[config.mk]
export PLATFORM = sky130hd
export DESIGN_NAME = button_debounce
export DESIGN_NICKNAME = d
export VERILOG_FILES = /design/src/rtl/board_io_pkg.sv /design/src/rtl/sync_2ff.sv /design/src/rtl/button_debounce.sv
export SDC_FILE = /design/constraint.sdc
export NUM_CORES = 1
export LEC_CHECK = 0
export BUFFER_PORTS_ARGS = -buffer_cell sky130_fd_sc_hd__buf_2
export CORE_MARGIN = 2
export CORE_UTILIZATION = 60
export CTS_BUF_LIST = sky130_fd_sc_hd__clkbuf_4 sky130_fd_sc_hd__clkbuf_8
export DETAILED_ROUTE_END_ITERATION = 10
export GPL_TIMING_DRIVEN = 0
export PLACE_DENSITY = 0.92
export SLEW_MARGIN = 20
export SYNTH_ARGS = -nofsm -noshare
export SYNTH_HDL_FRONTEND = slang
export SYNTH_SLANG_ARGS = --single-unit
[constraint.sdc]
create_clock -name clki -period 1.9 [get_ports clki]
set_input_delay 0.285 -clock clki [delete_from_list [all_inputs] [get_ports clki]]
set_output_delay 0.285 -clock clki [all_outputs]
set_load 0.05 [all_outputs]
[src/rtl/board_io_pkg.sv]
// Board-level constants shared by the iCESugar I/O blocks: clock rate,
// time-to-cycle conversions and pin polarities.
package board_io_pkg;

    localparam int CLK_HZ = 12_000_000;

    function automatic int ms_to_cycles(input int ms);
        return (CLK_HZ / 1000) * ms;
    endfunction

    localparam int MS_20_CYCLES = ms_to_cycles(20);
    localparam int S_1_CYCLES   = ms_to_cycles(1000);

    // Buttons on this board pull the pin low when pressed.
    localparam bit BTN_ACTIVE_LOW = 1'b1;

endpackage

[src/rtl/sync_2ff.sv]
// Generic two-flop synchroniser for asynchronous board inputs; RESET_VAL
// lets each input reset to its own idle level.
module sync_2ff #(
    parameter bit RESET_VAL = 1'b0
) (
    input  logic clk,
    input  logic rst,
    input  logic d,
    output logic q
);

    logic meta;

    // NOTE: both flops load the idle level on reset so that leaving reset
    // never looks like an input edge to the logic downstream.
    always_ff @(posedge clk or posedge rst) begin
        if (rst) begin
            meta <= RESET_VAL;
            q    <= RESET_VAL;
        end else begin
            meta <= d;
            q    <= meta;
        end
    end

endmodule

[src/rtl/button_debounce.sv]
// Debounced push-button reader: level, press/release pulses, press count.
// Define BUTTON_LONG_PRESS_EN to build the long-press timer and long_pulse.
module button_debounce
    import board_io_pkg::*;
#(
    parameter int DEBOUNCE_CYCLES = MS_20_CYCLES,
    parameter int LONG_CYCLES     = S_1_CYCLES,
    parameter bit ACTIVE_LOW      = BTN_ACTIVE_LOW
) (
    input  logic       clki,
    input  logic       rst,
    input  logic       btn_i,
    output logic       btn_level,
    output logic       press_pulse,
    output logic       release_pulse,
    output logic       long_pulse,
    output logic [7:0] press_count
);

    localparam int DB_W = $clog2(DEBOUNCE_CYCLES);
    localparam logic [DB_W-1:0] DB_LAST = DB_W'(DEBOUNCE_CYCLES - 1);
    localparam logic [DB_W-1:0] DB_ONE  = DB_W'(1);

    if (DEBOUNCE_CYCLES < 2 || LONG_CYCLES < 2) begin : g_bad_params
        $error("button_debounce: DEBOUNCE_CYCLES and LONG_CYCLES must be >= 2");
    end

    logic            btn_s;
    logic            raw_s;
    logic [DB_W-1:0] db_cnt;

    sync_2ff #(
        .RESET_VAL (ACTIVE_LOW)
    ) u_btn_sync (
        .clk (clki),
        .rst (rst),
        .d   (btn_i),
        .q   (btn_s)
    );

    assign raw_s = ACTIVE_LOW ? ~btn_s : btn_s;

    // NOTE: all state updates are non-blocking so every register in this
    // block sees the pre-edge value of btn_level and db_cnt.
    always_ff @(posedge clki or posedge rst) begin
        if (rst) begin
            btn_level     <= 1'b0;
            press_pulse   <= 1'b0;
            release_pulse <= 1'b0;
            press_count   <= 8'd0;
            db_cnt        <= '0;
        end else begin
            press_pulse   <= 1'b0;
            release_pulse <= 1'b0;
            if (raw_s == btn_level) begin
                // A single agreeing sample restarts the stability window.
                db_cnt <= '0;
            end else if (db_cnt == DB_LAST) begin
                btn_level <= raw_s;
                db_cnt    <= '0;
                if (raw_s) begin
                    press_pulse <= 1'b1;
                    press_count <= press_count + 8'd1;
                end else begin
                    release_pulse <= 1'b1;
                end
            end else begin
                db_cnt <= db_cnt + DB_ONE;
            end
        end
    end

`ifdef BUTTON_LONG_PRESS_EN
    localparam int HOLD_W = $clog2(LONG_CYCLES);
    localparam logic [HOLD_W-1:0] HOLD_LAST = HOLD_W'(LONG_CYCLES - 1);
    localparam logic [HOLD_W-1:0] HOLD_ONE  = HOLD_W'(1);

    logic [HOLD_W-1:0] hold_cnt;
    logic              long_done;
    logic              long_q;

    // hold_cnt saturates at HOLD_LAST; long_done limits it to one pulse per press.
    always_ff @(posedge clki or posedge rst) begin
        if (rst) begin
            hold_cnt  <= '0;
            long_done <= 1'b0;
            long_q    <= 1'b0;
        end else begin
            long_q <= 1'b0;
            if (!btn_level) begin
                hold_cnt  <= '0;
                long_done <= 1'b0;
            end else if (hold_cnt != HOLD_LAST) begin
                hold_cnt <= hold_cnt + HOLD_ONE;
            end else if (!long_done) begin
                long_q    <= 1'b1;
                long_done <= 1'b1;
            end
        end
    end

    assign long_pulse = long_q;
`else
    assign long_pulse = 1'b0;
`endif

endmodule

[Yosys cells after proc, flatten, opt, wreduce, memory -nomap -nowiden]
Cells that the tools add are included.
W data, S select, Z words.
Operators by class
  bitwise logic cells: 2
  eq/ne operators: 2
  mux-type cells: 8
  add/subtract/negate cells: 2
  reduce and logical (&&, ||, !) cells: 2
Operator list (count)
  $mux W18: 2
  $add A18 B1 Y18 const B: 1
  $eq A18 B18 Y1 const B: 1
  $add A8 B1 Y8 const B: 1
  $mux W1: 6
  $reduce_and A3 Y1: 1
  $not A1 Y1: 2
  $reduce_and A2 Y1: 1
  $eq A1 B1 Y1: 1
Storage, ports and cells
  input bits: 3
  logic and storage cells: 23
  bits in registers: 31
  output and inout port bits: 12

[Longest topological paths before layout]
  depth in word-level cells: 4
  mapped depth: 6

[Cells and area by module]
A second synthesis with hierarchy kept.
Second synthesis, totals
  cell total of the unflattened synthesis: 148
  area total of the unflattened synthesis: 1554.0 sq um
By module, submodules not included
  button_debounce: sequential area each 725.7 sq um, cells each 145, instances 1, area an instance 1497.7 sq um
  sync_2ff: sequential area each 52.6 sq um, cells each 3, instances 1, area an instance 56.3 sq um

[Worst setup path after synthesis]
No wires, ideal clock.
  kind: flip-flop to flip-flop
  start: register db_cnt[7]
  end: register db_cnt[7]
  required time: 1.781 ns
  cell stages (with the launch flop): 7
  buffers on the path: 2
  path slack: 0.254 ns
  arrival: 1.527 ns
  path through: dfrtp_1 -> buf_6 -> nand4bb_1 -> or3_4 -> o21ai_4 -> buf_4 -> nor2_1
On the way
  longest elaborated chain between the ends: 3
  elaborated cells between the ends (all ways): 4
RTL lines
  from (decl): RTL line button_debounce.sv:30  | logic [DB_W-1:0] db_cnt;
  from (signal assigned): RTL line button_debounce.sv:68  | db_cnt <= db_cnt + DB_ONE;
  $add A18 B1 Y18 / $eq A18 B18 Y1 (equally long branches): RTL line button_debounce.sv:68, button_debounce.sv:58
  $mux W18 (*): RTL line button_debounce.sv:58  | end else if (db_cnt == DB_LAST) begin
  $mux W18 (*): RTL line button_debounce.sv:55  | if (raw_s == btn_level) begin
Mark *: on every way between the ends. The rest lies on a longest branch, timed or not.
A chain may end at the register's enable or synchronous reset.

[Final worst setup path]
  start: register db_cnt[7]
  end: register press_count[5]
On the way
  longest elaborated chain between the ends: 2
RTL lines
  $eq A18 B18 Y1: RTL line button_debounce.sv:58
  $reduce_and A3 Y1 (no source line)
  to (signal assigned): RTL line button_debounce.sv:63  | press_count <= press_count + 8'd1;
  to (decl): RTL line button_debounce.sv:17  | output logic [7:0] press_count
Every way passes these cells.

==> impl_metrics.toml <==
[yosys]
ys.warnings.count = 0
ys_ff_latch = 31
synth_area_um2 = 1550
yosysSeqAreaShare_pct = 50.20
synth.avg_cell_area_um2 = 10.55
synthCells = 147
syn-num-nets = 153
ys_types = 33

[route]
avgRoutedWirePerCell_um = 14.70
dr_total_vias = 1155
drtPass1Iterations = 4
via_per_inst = 5.804
drtAntennaViolNets = 0
routed_wl_um = 2926
drc = 0
drtIter0Drc = 37

[floorplan]
initial_core_util_pct = 63.15
chipWidth_um = 54.83
coreArea_um2 = 2455
die_h_um = 54.83
ios = 15
dieArea_um2 = 3006
rows = 18

[clocking]
path_clk_slew_ns = 0.11
cts_tree = "yes"
cts_buffers = 5
clock-root-buffer = "clkbuf_4"
clk_latency_ns = 0.35
htree_levels = 2
max-clock-path-buffers = 2
cts_sinks = 31

[layout]
mostFrequentLayoutCells = "dfrtp_1 (29), nor2_1 (17), buf_2 (14), xnor2_1 (14), nand3_1 (10)"
layout_commonest_cell = "dfrtp_1"
area_growth_syn_to_layout_pct = 12.59
drive_gt1_share_pct = 23.08
n_antenna_cell = 0
final_area_um2 = 1745
num-fill-cells = 180
fin_nets = 174
utilization_pct = 71.10

[power]
pwr-share-clk_pct = 42.8
p_leak_nw = 0.7867
power.switching_w = 0.0002696
p_seq_share_pct = 53.5
p_int_w = 0.0009894
peakVddDrop_mv = 0.6197
swShare_pct = 21.41
powerDensity_nw_per_um2 = 721.3
combPwrFrac_pct = 3.7

[worst_setup_path]
r2r-start = "db_cnt[7]"
worstPathRequired_ns = 2.17
critPathArrivalTime_ns = 2.01
timing.rr.end = "press_count[5]"
startpoint_type = "flop"
cp_max_fo = 7
rr_worst_depth = 5
crit_type = "reg -> reg"
critical_path.endpoint = "press_count[5]"
end_kind = "flop"
reg2reg_slack_ns = 0.15
crit_start = "db_cnt[7]"

[sta]
finClkSkew_ns = 0.01739
period_share_pct = 91.91
fin_tns_setup_ns = 0
finalSetupViolCount = 0
worst_slew_pin_slew_ns = 0.6291
min_period_ns = 1.746
hold_violations = 2
drv_slew = 0
fmax_mhz = 572.7
rsz0062_at_grt = "false"
whs_ns = -0.002567
slew-limit-headroom_pct = 58.00

[min_path]
hold_path.class = "in -> async"

[grt]
track_usage_pct = 24.18
antenna_found_initial = 0
grt_pass1_wl_um = 4843
grt_overflow_total = 0
grt_pass1_vias = 1099
grt_max_degree = 32

[placement]
gp_congestion = 0.7703
hpwlAfterDp_um = 2099
port_buffers = 13
place_area_um2 = 1653

[outcome]
violations = "negative hold slack"
status = "complete, but fails checks"

[job]
drv_cap = 0
## per-stage QoR
step	power, W	worst slack [ns]	std cells
after floorplan	0.0007202	0.2542	147
after global placement	0.0007301	0.1082	190
after detailed placement	0.0007319	0.03514	190
after CTS	0.001260	0.01913	198
after global routing	0.001310	0.01576	199
final	0.001259	0.1538	199
## layer usage
| layer | GRT usage, % | up-vias | share of wire [%] |
|---|---|---|---|
| li1 | - | 560 | - |
| met1 | 28.67 | 547 | 42 |
| met2 | 38.29 | 40 | 50 |
| met3 | 10.11 | 8 | 6.1 |
| met4 | 10.42 | 0 | 1.3 |
| met5 | 0 | - | 0 |
## timing repair
action | CTS | global route
gates resized for setup | 0 | 1
hold buffers | 0 | 0
buffers inserted | 0 | 1
endpoints found under the setup margin | 0 | 11
## cells by family after synthesis
kind of cell	Yosys count	synth area share, %
AOI/OAI and AO/OA	7	3.229
xor gates and xnor gates	20	11.30
adders and majority gates	3	2.422
buffers and inverters	10	3.470
DFF	31	50.20
muxes	2	1.372
other	1	0.2419
and+or+nand+nor	73	27.76
## worst max-delay path, stage by stage, from the launching register on
cell and delay [ns]:
dfrtp_1 0.38, buf_6 0.13, nand4bb_1 0.20, or3_4 0.48, nor4_4 0.29, xor2_1 0.18
## state kept, by name, summed over array words and instances (netlist names)
signal           cells
press_pulse          1
btn_level            1
u_btn_sync.meta      1
press_count          8
release_pulse        1
u_btn_sync.q         1
db_cnt              18
## worst min-delay path by stage
stage | cells past startpoint | startpoint | end | slack, ns
3_3_place_gp | 0 | u_btn_sync.meta | u_btn_sync.q | 0.35
4_1_cts | 1 | btn_i | u_btn_sync.meta | 0.03
5_1_grt | 1 | btn_i | u_btn_sync.meta | 0.01
2_1_floorplan | 0 | btn_i | u_btn_sync.meta | 0.29
6_report | 2 | rst | db_cnt[6] | -0.003
3_5_place_dp | 0 | u_btn_sync.meta | u_btn_sync.q | 0.35
## area by class of cell
type / instances / area [um^2] / area share (%)
flip-flops and latches: 31 / 778.2 / 44.59
multi-input cells: 106 / 720.7 / 41.29
repair buffers: 14 / 72.57 / 4.158
plain buffers: 4 / 31.28 / 1.792
clock buffers: 7 / 52.55 / 3.011
well taps: 30 / 37.54 / 2.151
inverters: 6 / 22.52 / 1.290
clock inverters: 1 / 30.03 / 1.720
## power groups by stage
stage          sequential [W]  clock, W  combinational, W
3_5_place_dp         0.000687         0         0.0000449
5_1_grt              0.000676  0.000581         0.0000536
4_1_cts              0.000674  0.000541         0.0000452
6_report             0.000674  0.000539         0.0000463
2_1_floorplan        0.000686         0         0.0000347
3_3_place_gp         0.000686         0         0.0000437
## cells in the mapped netlist
cell type  count  area (um^2)
a21oi_1        3        15.01
a31o_2         1        8.760
and2_1         1        6.260
and3_1         2        12.51
and4_1         1        8.760
buf_2          1        5.000
buf_4          2        15.01
buf_6          1        11.26
conb_1         1        3.750
dfrtp_1       29        725.7
dfstp_2        2        52.55
ha_1           3        37.54
inv_1          6        22.52
mux2_1         1        11.26
mux2i_1        1        10.01
nand2_1        9        33.78
nand3_1       10        50.05
nand3b_1       1        7.510
nand4_1        9        56.30
nand4bb_1      2        22.52
nor2_1        17        63.81
nor3_1         7        35.03
nor3_2         3        30.03
nor4_1         4        25.02
nor4_4         2        42.54
o21ai_0        2        10.01
o21ai_4        1        16.27
or2_0          1        6.260
or2_2          1        6.260
or3_1          2        12.51
or3_4          1        11.26
xnor2_1       14        122.6
xor2_1         6        52.55
Note: power is estimated with default switching activity, not from simulation.
